### config.mk
export PLATFORM = sky130hd
export DESIGN_NAME = alu_sequencer
export DESIGN_NICKNAME = d
export VERILOG_FILES = /design/src/rtl/alu_sequencer_pkg.sv /design/src/rtl/alu_regfile.sv /design/src/rtl/alu_sequencer.sv
export SDC_FILE = /design/constraint.sdc
export NUM_CORES = 1
export LEC_CHECK = 0
export BUFFER_PORTS_ARGS = -buffer_cell sky130_fd_sc_hd__buf_2
export CORE_MARGIN = 4
export CORE_UTILIZATION = 62
export CTS_CLUSTER_SIZE = 12
export DETAILED_ROUTE_END_ITERATION = 8
export GPL_ROUTABILITY_DRIVEN = 0
export PLACE_DENSITY = 0.9
export SLEW_MARGIN = 20
export SYNTH_ARGS = -nofsm -noshare
export SYNTH_HDL_FRONTEND = slang
export SYNTH_HIERARCHICAL = 1
export SYNTH_SLANG_ARGS = --single-unit
### constraint.sdc
create_clock -name clk -period 3.4 [get_ports clk]
set_clock_uncertainty 0.05 [all_clocks]
set_input_delay 0 -clock clk [delete_from_list [all_inputs] [get_ports clk]]
set_output_delay 0 -clock clk [all_outputs]
set_load 0.005 [all_outputs]
### src/rtl/alu_sequencer_pkg.sv
// Shared definitions for the ALU sequencer slice.
//   DATA_W / REG_CNT : default operand width and register-file depth
//   ADDR_W           : register address width (fixed at 3 bits)
//   OP_CMP           : compare opcode, updates flags without writeback
//   FLAG_*           : bit positions inside the {S,Z,AC,C} flags word
//   state_e          : sequencer FSM states
package alu_sequencer_pkg;

  localparam int unsigned DATA_W  = 8;
  localparam int unsigned REG_CNT = 8;
  localparam int unsigned ADDR_W  = 3;

  localparam logic [2:0] OP_CMP = 3'b111;

  localparam int unsigned FLAG_S  = 3;
  localparam int unsigned FLAG_Z  = 2;
  localparam int unsigned FLAG_AC = 1;
  localparam int unsigned FLAG_C  = 0;

  typedef enum logic [1:0] {
    ST_IDLE = 2'd0,
    ST_READ = 2'd1,
    ST_EXEC = 2'd2
  } state_e;

endpackage

### src/rtl/alu_regfile.sv
// Register file for the ALU sequencer.
//   clk, rst_n          : clock, synchronous active-low reset (clears all entries)
//   we_i/waddr_i/wdata_i: single write port
//   re_i                : enables both synchronous read ports
//   raddr1_i/rdata1_o   : synchronous read port 1 (registered, holds when re_i=0)
//   raddr2_i/rdata2_o   : synchronous read port 2 (registered, holds when re_i=0)
//   dbg_addr_i/dbg_data_o: combinational debug read port
module alu_regfile
  import alu_sequencer_pkg::ADDR_W;
#(
  parameter int unsigned DATA_W  = alu_sequencer_pkg::DATA_W,
  parameter int unsigned REG_CNT = alu_sequencer_pkg::REG_CNT
) (
  input  logic              clk,
  input  logic              rst_n,
  input  logic              we_i,
  input  logic [ADDR_W-1:0] waddr_i,
  input  logic [DATA_W-1:0] wdata_i,
  input  logic              re_i,
  input  logic [ADDR_W-1:0] raddr1_i,
  input  logic [ADDR_W-1:0] raddr2_i,
  output logic [DATA_W-1:0] rdata1_o,
  output logic [DATA_W-1:0] rdata2_o,
  input  logic [ADDR_W-1:0] dbg_addr_i,
  output logic [DATA_W-1:0] dbg_data_o
);

  logic [DATA_W-1:0] mem_q [REG_CNT];
  logic [DATA_W-1:0] rdata1_q;
  logic [DATA_W-1:0] rdata2_q;

  always_ff @(posedge clk) begin
    if (!rst_n) begin
      mem_q    <= '{default: '0};
      rdata1_q <= '0;
      rdata2_q <= '0;
    end else begin
      if (we_i) begin
        mem_q[waddr_i] <= wdata_i;
      end
      // Reads sample the pre-write contents of the same edge.
      if (re_i) begin
        rdata1_q <= mem_q[raddr1_i];
        rdata2_q <= mem_q[raddr2_i];
      end
    end
  end

  assign rdata1_o   = rdata1_q;
  assign rdata2_o   = rdata2_q;
  assign dbg_data_o = mem_q[dbg_addr_i];

endmodule

### src/rtl/alu_sequencer.sv
// Three-phase instruction sequencer driving an external combinational ALU.
//   clk, rst_n                         : clock, synchronous active-low reset
//   start, instr_op/rs1/rs2/rd         : instruction request, accepted when idle
//   ld_en, ld_addr, ld_data            : register-file load port (idle only)
//   busy, done                         : status (busy in READ/EXEC, done pulse after EXEC)
//   alu_opcode, alu_op1, alu_op2       : registered operands to the external ALU
//   alu_res, alu_c, alu_ac, alu_z, alu_s: ALU result and flags
//   flags                              : registered {S,Z,AC,C} of last instruction
//   dbg_addr, dbg_data                 : combinational register-file read
module alu_sequencer #(
  parameter int unsigned DATA_W  = alu_sequencer_pkg::DATA_W,
  parameter int unsigned REG_CNT = alu_sequencer_pkg::REG_CNT
) (
  input  logic              clk,
  input  logic              rst_n,
  input  logic              start,
  input  logic [2:0]        instr_op,
  input  logic [2:0]        instr_rs1,
  input  logic [2:0]        instr_rs2,
  input  logic [2:0]        instr_rd,
  input  logic              ld_en,
  input  logic [2:0]        ld_addr,
  input  logic [DATA_W-1:0] ld_data,
  output logic              busy,
  output logic              done,
  output logic [2:0]        alu_opcode,
  output logic [DATA_W-1:0] alu_op1,
  output logic [DATA_W-1:0] alu_op2,
  input  logic [DATA_W-1:0] alu_res,
  input  logic              alu_c,
  input  logic              alu_ac,
  input  logic              alu_z,
  input  logic              alu_s,
  output logic [3:0]        flags,
  input  logic [2:0]        dbg_addr,
  output logic [DATA_W-1:0] dbg_data
);

  import alu_sequencer_pkg::*;

  state_e            state_q, state_d;
  logic [2:0]        op_q, rs1_q, rs2_q, rd_q;
  logic [3:0]        flags_q, flags_d;
  logic              done_q;

  logic              accept;
  logic              rf_re;
  logic              rf_we;
  logic              wb_en;
  logic [2:0]        rf_waddr;
  logic [DATA_W-1:0] rf_wdata;
  logic              flags_we;

  // State register
  always_ff @(posedge clk) begin
    if (!rst_n) begin
      state_q <= ST_IDLE;
    end else begin
      state_q <= state_d;
    end
  end

  // Next-state logic
  always_comb begin
    state_d = state_q;
    unique case (state_q)
      ST_IDLE: if (start) state_d = ST_READ;
      ST_READ: state_d = ST_EXEC;
      ST_EXEC: state_d = ST_IDLE;
      default: state_d = ST_IDLE;
    endcase
  end

  // Output / control decode
  always_comb begin
    busy     = (state_q != ST_IDLE);
    accept   = (state_q == ST_IDLE) && start;
    rf_re    = (state_q == ST_READ);
    flags_we = (state_q == ST_EXEC);
    wb_en    = (state_q == ST_EXEC) && (op_q != OP_CMP);
    // Loads and writeback never collide: loads are only honoured while idle.
    rf_we    = wb_en || ((state_q == ST_IDLE) && ld_en);
    rf_waddr = wb_en ? rd_q    : ld_addr;
    rf_wdata = wb_en ? alu_res : ld_data;
  end

  always_comb begin
    flags_d          = '0;
    flags_d[FLAG_S]  = alu_s;
    flags_d[FLAG_Z]  = alu_z;
    flags_d[FLAG_AC] = alu_ac;
    flags_d[FLAG_C]  = alu_c;
  end

  // Instruction latch, flags and completion pulse
  always_ff @(posedge clk) begin
    if (!rst_n) begin
      op_q    <= '0;
      rs1_q   <= '0;
      rs2_q   <= '0;
      rd_q    <= '0;
      flags_q <= '0;
      done_q  <= 1'b0;
    end else begin
      if (accept) begin
        op_q  <= instr_op;
        rs1_q <= instr_rs1;
        rs2_q <= instr_rs2;
        rd_q  <= instr_rd;
      end
      if (flags_we) begin
        flags_q <= flags_d;
      end
      done_q <= (state_q == ST_EXEC);
    end
  end

  // Read ports double as the op1/op2 operand registers.
  alu_regfile #(
    .DATA_W  (DATA_W),
    .REG_CNT (REG_CNT)
  ) u_regfile (
    .clk        (clk),
    .rst_n      (rst_n),
    .we_i       (rf_we),
    .waddr_i    (rf_waddr),
    .wdata_i    (rf_wdata),
    .re_i       (rf_re),
    .raddr1_i   (rs1_q),
    .raddr2_i   (rs2_q),
    .rdata1_o   (alu_op1),
    .rdata2_o   (alu_op2),
    .dbg_addr_i (dbg_addr),
    .dbg_data_o (dbg_data)
  );

  assign alu_opcode = op_q;
  assign flags      = flags_q;
  assign done       = done_q;

endmodule

# [Word level (Yosys, flattened, before mapping)]
# Cells that the tools add are included.
[op_classes] order_cmp=5 bitwise=4 n_shift=0 n_eq_ne=4 addsub=0 div=0 muxes=16 multipliers=0 reduce_logical=7
[ops] operator="$bmux W8 S3" count=3
[ops] operator="$bwmux W64" count=1
[ops] operator="$mux W8" count=8
[ops] operator="$demux W8 S3" count=1
[ops] operator="$ge A4 B4 Y1 const B" count=4
[ops] operator="$not A3 Y4" count=4
[ops] operator="$logic_and A1 B1 Y1" count=4
[ops] operator="$lt A4 B1 Y1 const B" count=1
[ops] operator="$pmux W2 S2" count=1
[ops] operator="$mux W3" count=1
[ops] operator="$ne A3 B3 Y1 const B" count=1
[ops] operator="$eq A2 B1 Y1 const B" count=1
[ops] operator="$eq A2 B2 Y1 const B" count=1
[ops] operator="$logic_not A2 Y1" count=1
[ops] operator="$mux W2" count=1
[ops] operator="$ne A2 B2 Y1 const B" count=1
[ops] operator="$reduce_bool A2 Y1" count=1
[ops] operator="$logic_or A1 B1 Y1" count=1
[word_totals] out_inout_bits=33 mem_count=0 rom_bits=0 latch_bits=0 ff_bits=99 word_cells=53 ramBits=0

# [Logic depth before layout (Yosys ltp)]
# Gate-level depths: netlist of the first run.
[depth] word_depth=9 depth_mapped=11 depth_no_buf=7

# [By module]
# The synthesis of the first run kept the hierarchy.
[modules_own_cells] mod="alu_regfile" cells_per_inst=484 area_per_inst_um2=4603.2 instances=1
[modules_own_cells] mod="alu_sequencer" cells_per_inst=92 area_per_inst_um2=877.1 instances=1

# [Least setup slack after synthesis of the first run]
# OpenSTA, ideal clock, no wires.
[synth_timing] path_kind="reg2reg" start="register state_q[1]" end="register u_regfile/mem_q[32] (netlist name)" required_ps=3228 slack_ps=1280 path_stages_with_launch=11 setup_time_ps=122 synth_period_minus_slack_ps=2120 arrival_ps=1948 cell_sequence="dfxtp_1 nor2b_1 buf_4 nand2_2 mux2_2 buf_2 nand2b_1 or2_2 clkbuf_1 nand2_1 a21boi_0"
[synth_via] elab_chain_len=9 word_cells_on_any_way=14 cone_classes="2 x order compare; 1 x eq/ne; 5 x mux; 1 x bitwise; 5 x reduce/logical"
[synth_rtl] item="start, declared" line="alu_sequencer.sv:41" source="state_e state_q, state_d;"
[synth_rtl] item="start signal, assigned" line="alu_sequencer.sv:59" source="state_q <= state_d;"
[synth_rtl] item="$eq A2 B2 Y1 *" line="alu_sequencer.sv:80" source="wb_en = (state_q == ST_EXEC) && (op_q != OP_CMP);"
[synth_rtl] item="$logic_and A1 B1 Y1 *" line="alu_sequencer.sv:80"
[synth_rtl] item="$mux W3 *" line="alu_sequencer.sv:83" source="rf_waddr = wb_en ? rd_q : ld_addr;"
[synth_rtl] item="via rf_waddr[2]" line="alu_sequencer.sv:50" source="logic [2:0] rf_waddr;"
[synth_rtl] item="$not A3 Y4 (not written as such) *" line="alu_regfile.sv:39" source="mem_q[waddr_i] <= wdata_i;"
[synth_rtl] item="$ge A4 B4 Y1 (not written as such) or $lt A4 B1 Y1 (tied branches)" line="alu_regfile.sv:39"
[synth_rtl] item="$logic_and A1 B1 Y1 (not written as such)" line="alu_regfile.sv:39"
[synth_rtl] item="$mux W8 (not written as such)" line="alu_regfile.sv:39"
[synth_rtl] item="$demux W8 S3 *" line="alu_regfile.sv:39"
[synth_rtl] item="$bwmux W64 *" line="alu_regfile.sv:39"
[synth_rtl] item="end signal, assigned by index" line="alu_regfile.sv:39"
[synth_rtl] item="end, declared" line="alu_regfile.sv:28" source="logic [DATA_W-1:0] mem_q [REG_CNT];"
# Mark *: on every way through the listed nets, which the timed path passes. The rest lies on a longest branch.
# A chain may end at the register's enable or synchronous reset.

# [Worst setup path after layout of the first run]
[layout_timing] start="register state_q[1]" end="register u_regfile/mem_q[49] (netlist name)"
[layout_via] word_cells_on_any_way=14 cone_classes="2 x order compare; 1 x eq/ne; 5 x mux; 1 x bitwise; 5 x reduce/logical"
[layout_lines] item="$eq A2 B2 Y1 or $logic_not A2 Y1 (tied branches)" line="alu_sequencer.sv:80, alu_sequencer.sv:82"
[layout_lines] item="$logic_and A1 B1 Y1, on equally long branches" line="alu_sequencer.sv:80, alu_sequencer.sv:82"
[layout_lines] item="$logic_or A1 B1 Y1 *" line="alu_sequencer.sv:82" source="rf_we = wb_en || ((state_q == ST_IDLE) && ld_en);"
[layout_lines] item="via rf_we" line="alu_sequencer.sv:48" source="logic rf_we;"
# Marks and branches as above.

==> out/metrics.yaml, run 1 <==
synth.distinct_cells: 40
worstSetupPathType: "reg -> reg"
critical_path_peak_fanout: 12
grt_first_pass_wirelength_um: 24360
grt_use_total: 0.3032
arrival_ns: 3.37
p_total_mw: 2.453
seq_power_share: 0.509
numPortBuffers: 74
min_period_ns: 3.127
p_switching_uw: 702.7
final_hold_viol_count: 0
required_ns: 3.64
cts_max_level: 3
power.share.clock: 0.327
max_freq_mhz: 319.8
end_kind: "register"
hpwlAfterDp_um: 10540
cp_cell_sequence: "nor2b_1 > nand2_2 > o21ai_0 > nand2_1 > nor3_2 > nand2_1 > a21boi_0"
fillers: 654
critPathLaunchType: "register"
p_leak_nw: 2.278
cts.path.max_buffers: 2
slew_viol_final: 0
drt-vias-per-instance: 6.534
num_antenna_cells: 0
setup_violations: 0
ir_drop_uv: 286.2
dp_slack_ns: 0.4372
seq_area_frac_synth: 0.3616
clock_latency_ns: 0.37
placed_cell_area_sq_um: 5689
ys_warn_count: 6
drt_first_iter_violations: 543
post-route-drc-count: 0
final_area_sq_um: 6077
fin_crit_sh: 0.9197
tightestPinTransition_ns: 0.7782
vias: 4907
area.sequential_sq_um: 1982
path_delay_family: "simple AND/OR/NAND/NOR gates"
slew_headroom: 0.4812
area_delta_synth_final_pct: 10.89
die_area_sq_um: 10410
p_int_mw: 1.751
drive_gt1_frac: 0.2753
antenna_found_initial: 0
path_clk_slew_ns: 0.10
p_sw_frac: 0.2864
cts_buffers: 9
cp_slowest_cell: "nor3_2"
cts_tree: "built"
hold_path_class: "in -> reg"
initial_core_util: 0.6315
die_x_um: 102.0
setup_ws_ns: 0.2732
syn_area_per_cell_sq_um: 9.514
top_level_ports: 75
synth_cells: 576
layout.nets: 680
power_density_nw_per_um2: 403.7
antenna_left: 0
clock_sinks: 99
core-area_sq_um: 8678
routedWlPerCell_um: 20.79
cpMostUsedCell: "nand2_1"
status: "finished, final reports clean"
pwr-share-comb: 0.163
synth-seq-cells: 99
totalWireLength_um: 15620
row_count: 34
cp_num_buf_inv: 0
grt_overflow: 0
multi_input_area_sq_um: 3177
synth_fp_nets: 618
cpPeakStageDelay_ns: 0.60
dr.pass1.iters: 5
grt_max_degree: 59
synth_area_sq_um: 5480
cts_root_buf: "clkbuf_8"
maxCapViolCount: 0
first_global_vias: 4823
dieHeight_um: 102.0
[cells in the mapped netlist (all sizes together)]
library cell | n | area, sq um
o221ai | 7 | 61.31
nand2b | 3 | 18.77
nand2 | 131 | 494.2
clkbuf | 16 | 81.33
nand3 | 16 | 80.08
bufbuf | 1 | 32.53
inv | 1 | 3.750
nor2 | 9 | 41.29
buf | 25 | 202.7
nor3 | 2 | 20.02
or2 | 2 | 12.51
and2b | 2 | 17.52
a22oi | 7 | 52.55
o22ai | 9 | 56.30
nor2b | 16 | 100.1
mux4 | 16 | 360.4
clkdlybuf4s25 | 2 | 20.02
nand4 | 1 | 6.260
a21boi | 56 | 420.4
a21oi | 16 | 83.83
dfxtp | 99 | 1982
and2 | 3 | 18.77
mux2i | 44 | 440.4
a221o | 9 | 90.09
nor3b | 1 | 12.51
mux2 | 51 | 608.1
or2b | 2 | 17.52
o21ai | 29 | 145.1
[placed cells by master (no fill, tap or decap), types with 2 or more instances in the layout]
cell type / netlist / final
a21boi_0: 45 / 45
a21boi_1: 11 / 11
a21oi_1: 15 / 15
a221o_1: 9 / 9
a22oi_1: 7 / 7
and2_1: 3 / 3
and2b_2: 2 / 2
buf_2: 13 / 74
buf_4: 2 / 5
clkbuf_8: 2 / 10
clkinv_4: 0 / 2
clkinvlp_4: 0 / 2
dfxtp_1: 99 / 99
dlygate4sd3_1: 0 / 16
mux2_2: 42 / 42
mux2_4: 9 / 9
mux2i_1: 44 / 44
mux4_2: 16 / 16
nand2_1: 130 / 130
nand2b_1: 3 / 3
nand3_1: 16 / 16
nor2_1: 8 / 6
nor2_2: 0 / 2
nor2b_1: 16 / 15
nor3_2: 2 / 2
o21ai_0: 29 / 29
o221ai_1: 7 / 7
o22ai_1: 9 / 9
or2_2: 2 / 2
or2b_2: 2 / 2
[final cells by class]
cell class                      count  area share
Clock inverter                      6     0.01215
Multi-Input combinational cell    432      0.5228
Timing Repair Buffer               95     0.09347
Inverter                            1   0.0006177
Tap cell                          108     0.02224
Sequential cell                    99      0.3261
Clock buffer                       10     0.02265
[what timing repair did]
action	CTS	global route
hold buffers	16	0
endpoints found under the hold margin	16	0
setup buffers	0	0
resized for setup	0	2
endpoints found under the setup margin	0	2
[kinds of logic after synthesis]
family,count (synthesis),share of synthesized area
AOI/OAI and AO/OA,133,0.1660
buffers and inverters,45,0.06210
muxes,111,0.2571
and+or+nand+nor,188,0.1532
DFF,99,0.3616
[flip-flops by register name, summed over array words and instances, names as in the netlist]
name	count
u_regfile/mem_q	64
alu_opcode	3
u_regfile/rdata1_o	8
rs1_q	3
u_regfile/rdata2_o	8
flags	4
rd_q	3
rs2_q	3
done	1
state_q	2
[worst register-to-register path, stage by stage (launching register included)]
cell,delay [ns]
dfxtp_1,0.46
nor2b_1,0.53
nand2_2,0.38
o21ai_0,0.39
nand2_1,0.33
nor3_2,0.60
nand2_1,0.10
a21boi_0,0.21
[through the flow]
stage          TNS [ns]  std cells  utilization  hold slack, ns
2_1_floorplan         0        576            -         0.08038
6_report              0        751       0.7003         0.07313
3_3_place_gp          0        719       0.6556          0.1656
5_1_grt        -0.03007        751       0.7003         0.08471
3_5_place_dp          0        719       0.6556          0.1759
4_1_cts               0        751       0.6984         0.06003
[power by group through the flow]
stage	Combinational, mW	Sequential [mW]	Clock, mW
final	0.401	1.25	0.803
after detailed placement	0.369	1.27	0
after floorplan	0.283	1.26	0
after global placement	0.358	1.27	0
after CTS	0.388	1.25	0.810
after global routing	0.426	1.26	0.858
[worst paths after layout]
path                            depth (start not counted)                     from                          endpoint  slack, ns
worst min-delay path                                    4               alu_res[6]  u_regfile/mem_q[62]$_SDFFE_PN0P_       0.07
worst min register to register                          2     rd_q[1]$_SDFFE_PN0P_              rd_q[1]$_SDFFE_PN0P_       0.42
worst max register to register                          7  state_q[1]$_SDFFE_PN0P_  u_regfile/mem_q[49]$_SDFFE_PN0P_       0.27
worst max-delay path                                    7  state_q[1]$_SDFFE_PN0P_  u_regfile/mem_q[49]$_SDFFE_PN0P_       0.27
[per-layer routing]
metal,track usage,up-vias,share of wire
met5,0,-,0
met4,0.1635,0,0.044
met3,0.06553,73,0.094
met2,0.5127,338,0.49
met1,0.3592,2316,0.37
li1,-,2180,-
Note: power is estimated with default switching activity, not from simulation.
==> inputs of run 2 (changes only) <==
--- a/config.mk
+++ b/config.mk
@@ -6,12 +6,14 @@
 export NUM_CORES = 1
 export LEC_CHECK = 0
 export BUFFER_PORTS_ARGS = -buffer_cell sky130_fd_sc_hd__buf_2
+export CAP_MARGIN = 20
 export CORE_MARGIN = 4
 export CORE_UTILIZATION = 62
 export CTS_CLUSTER_SIZE = 12
 export DETAILED_ROUTE_END_ITERATION = 8
 export GPL_ROUTABILITY_DRIVEN = 0
 export PLACE_DENSITY = 0.9
+export RECOVER_POWER = 50
 export SLEW_MARGIN = 20
 export SYNTH_ARGS = -nofsm -noshare
 export SYNTH_HDL_FRONTEND = slang
==> constraint.sdc (replaced) <==
create_clock -name clk -period 3.4 [get_ports clk]
set_clock_uncertainty 0.05 [all_clocks]
set_input_delay 0 -clock clk [delete_from_list [all_inputs] [get_ports clk]]
set_output_delay 0 -clock clk [all_outputs]
set_load 0.1 [all_outputs]
==> out/metrics.yaml, run 2 (synthesis results as in run 1) <==
status: "complete, but fails checks"
violations: "max-capacitance violations, max-slew violations"
p_leak_nw: 2.135
num_antenna_cells: 0
setup_violations: 0
dr.pass1.iters: 5
drt_first_iter_violations: 411
fin_crit_sh: 0.8919
end_kind: "register"
p_total_mw: 2.603
antenna_found_initial: 0
critPathLaunchType: "register"
post-route-drc-count: 0
largest_reg_flops: 64
top_level_ports: 75
area_delta_synth_final_pct: 9.795
slew_headroom: -0.4050
cts.path.max_buffers: 2
cts_root_buf: "clkbuf_8"
first_global_vias: 4823
die_x_um: 102.0
antenna_left: 0
grt_use_total: 0.3032
maxCapViolCount: 2
initial_core_util: 0.6315
arrival_ns: 3.28
cts_tree: "built"
rsz0062_at_grt: "false"
finalSetupTns_ns: 0
core-area_sq_um: 8678
layout.nets: 680
numPortBuffers: 74
row_count: 34
clock_sinks: 99
power_density_nw_per_um2: 432.6
required_ns: 3.65
final_common_cell: "nand2_1"
hold_path_class: "in -> reg"
slew_viol_final: 60
totalWireLength_um: 15670
dieHeight_um: 102.0
final_cell_mix: "nand2_1 (130), dfxtp_1 (99), a21boi_0 (45)"
hpwlAfterDp_um: 10540
final_hold_viol_count: 0
vias: 4886
grt_first_pass_wirelength_um: 24360
cts_max_level: 3
max_freq_mhz: 329.8
worstSetupPathType: "reg -> reg"
regMostFlops: "u_regfile/mem_q"
path_clk_slew_ns: 0.10
grt_overflow: 0
clock_latency_ns: 0.38
die_area_sq_um: 10410
grt_max_degree: 59
min_period_ns: 3.032
drive_gt1_frac: 0.2208
cts_buffers: 9
critical_path_peak_fanout: 12
fillers: 674
tightestPinTransition_ns: 2.103
routedWlPerCell_um: 20.86
ir_drop_uv: 287.7
drt-vias-per-instance: 6.506
## run 2: cell types whose count changed in the layout (fill, tap and decap cells not counted), sizes merged
cell,before,now
buf,79,46
clkbuf,10,43
## run 2: final cells by class
class	count	area [sq um]	share of cell area
clock inverter	6	73.82	0.01227
multi-input combinational	432	3158	0.5248
timing repair buffer	95	526.8	0.08754
sequential	99	1982	0.3294
inverter	1	3.754	0.0006238
tap	108	135.1	0.02246
clock buffer	10	137.6	0.02287
## run 2: metrics by stage
step	instance area [sq um]	hold slack [ns]	setup slack, ns	util	instances
after global routing	6017	0.08471	0.08420	0.6933	751
final	6017	0.07162	0.3677	0.6933	751
after detailed placement	5689	0.1759	0.4372	0.6556	719
after floorplan	5480	0.08038	0.6826	-	576
after CTS	6061	0.06003	0.3477	0.6984	751
after global placement	5689	0.1656	0.5755	0.6556	719
## run 2: routing by layer
metal  vias to the layer above  global-route usage  share of wire
met2                       339              0.5127           0.49
li1                       2180                   -              -
met4                         0              0.1635          0.044
met1                      2296              0.3592           0.37
met3                        71             0.06553           0.10
met5                         -                   0              0
## run 2: worst max-delay path, cell delays in order (launching register included)
cell and delay (ns):
dfxtp_1 0.38, nor2b_1 0.52, nand2_2 0.38, o21ai_0 0.38, nand2_1 0.31, nor3_2 0.63
nand2_1 0.13, a21boi_0 0.19
## run 2: timing repair
item,4_1_cts,5_1_grt
hold endpoints to repair,16,0
setup buffers,0,0
setup endpoints to repair,0,2
gates resized for setup,0,2
hold buffers,16,0
## run 2: power by group
| part | leakage (nW) | internal (mW) | switching (mW) |
|---|---|---|---|
| sequential | 0.804 | 1.20 | 0.0447 |
| combinational | 1.23 | 0.171 | 0.378 |
| clock | 0.101 | 0.368 | 0.437 |
## run 2: worst paths after layout
check	from	endpoint	slack, ns	cells past startpoint
hold reg to reg	rd_q[1]$_SDFFE_PN0P_	rd_q[1]$_SDFFE_PN0P_	0.43	2
hold / removal	ld_data[4]	u_regfile/mem_q[44]$_SDFFE_PN0P_	0.07	4
setup reg to reg	state_q[1]$_SDFFE_PN0P_	u_regfile/mem_q[51]$_SDFFE_PN0P_	0.37	7
setup / recovery	state_q[1]$_SDFFE_PN0P_	u_regfile/mem_q[51]$_SDFFE_PN0P_	0.37	7
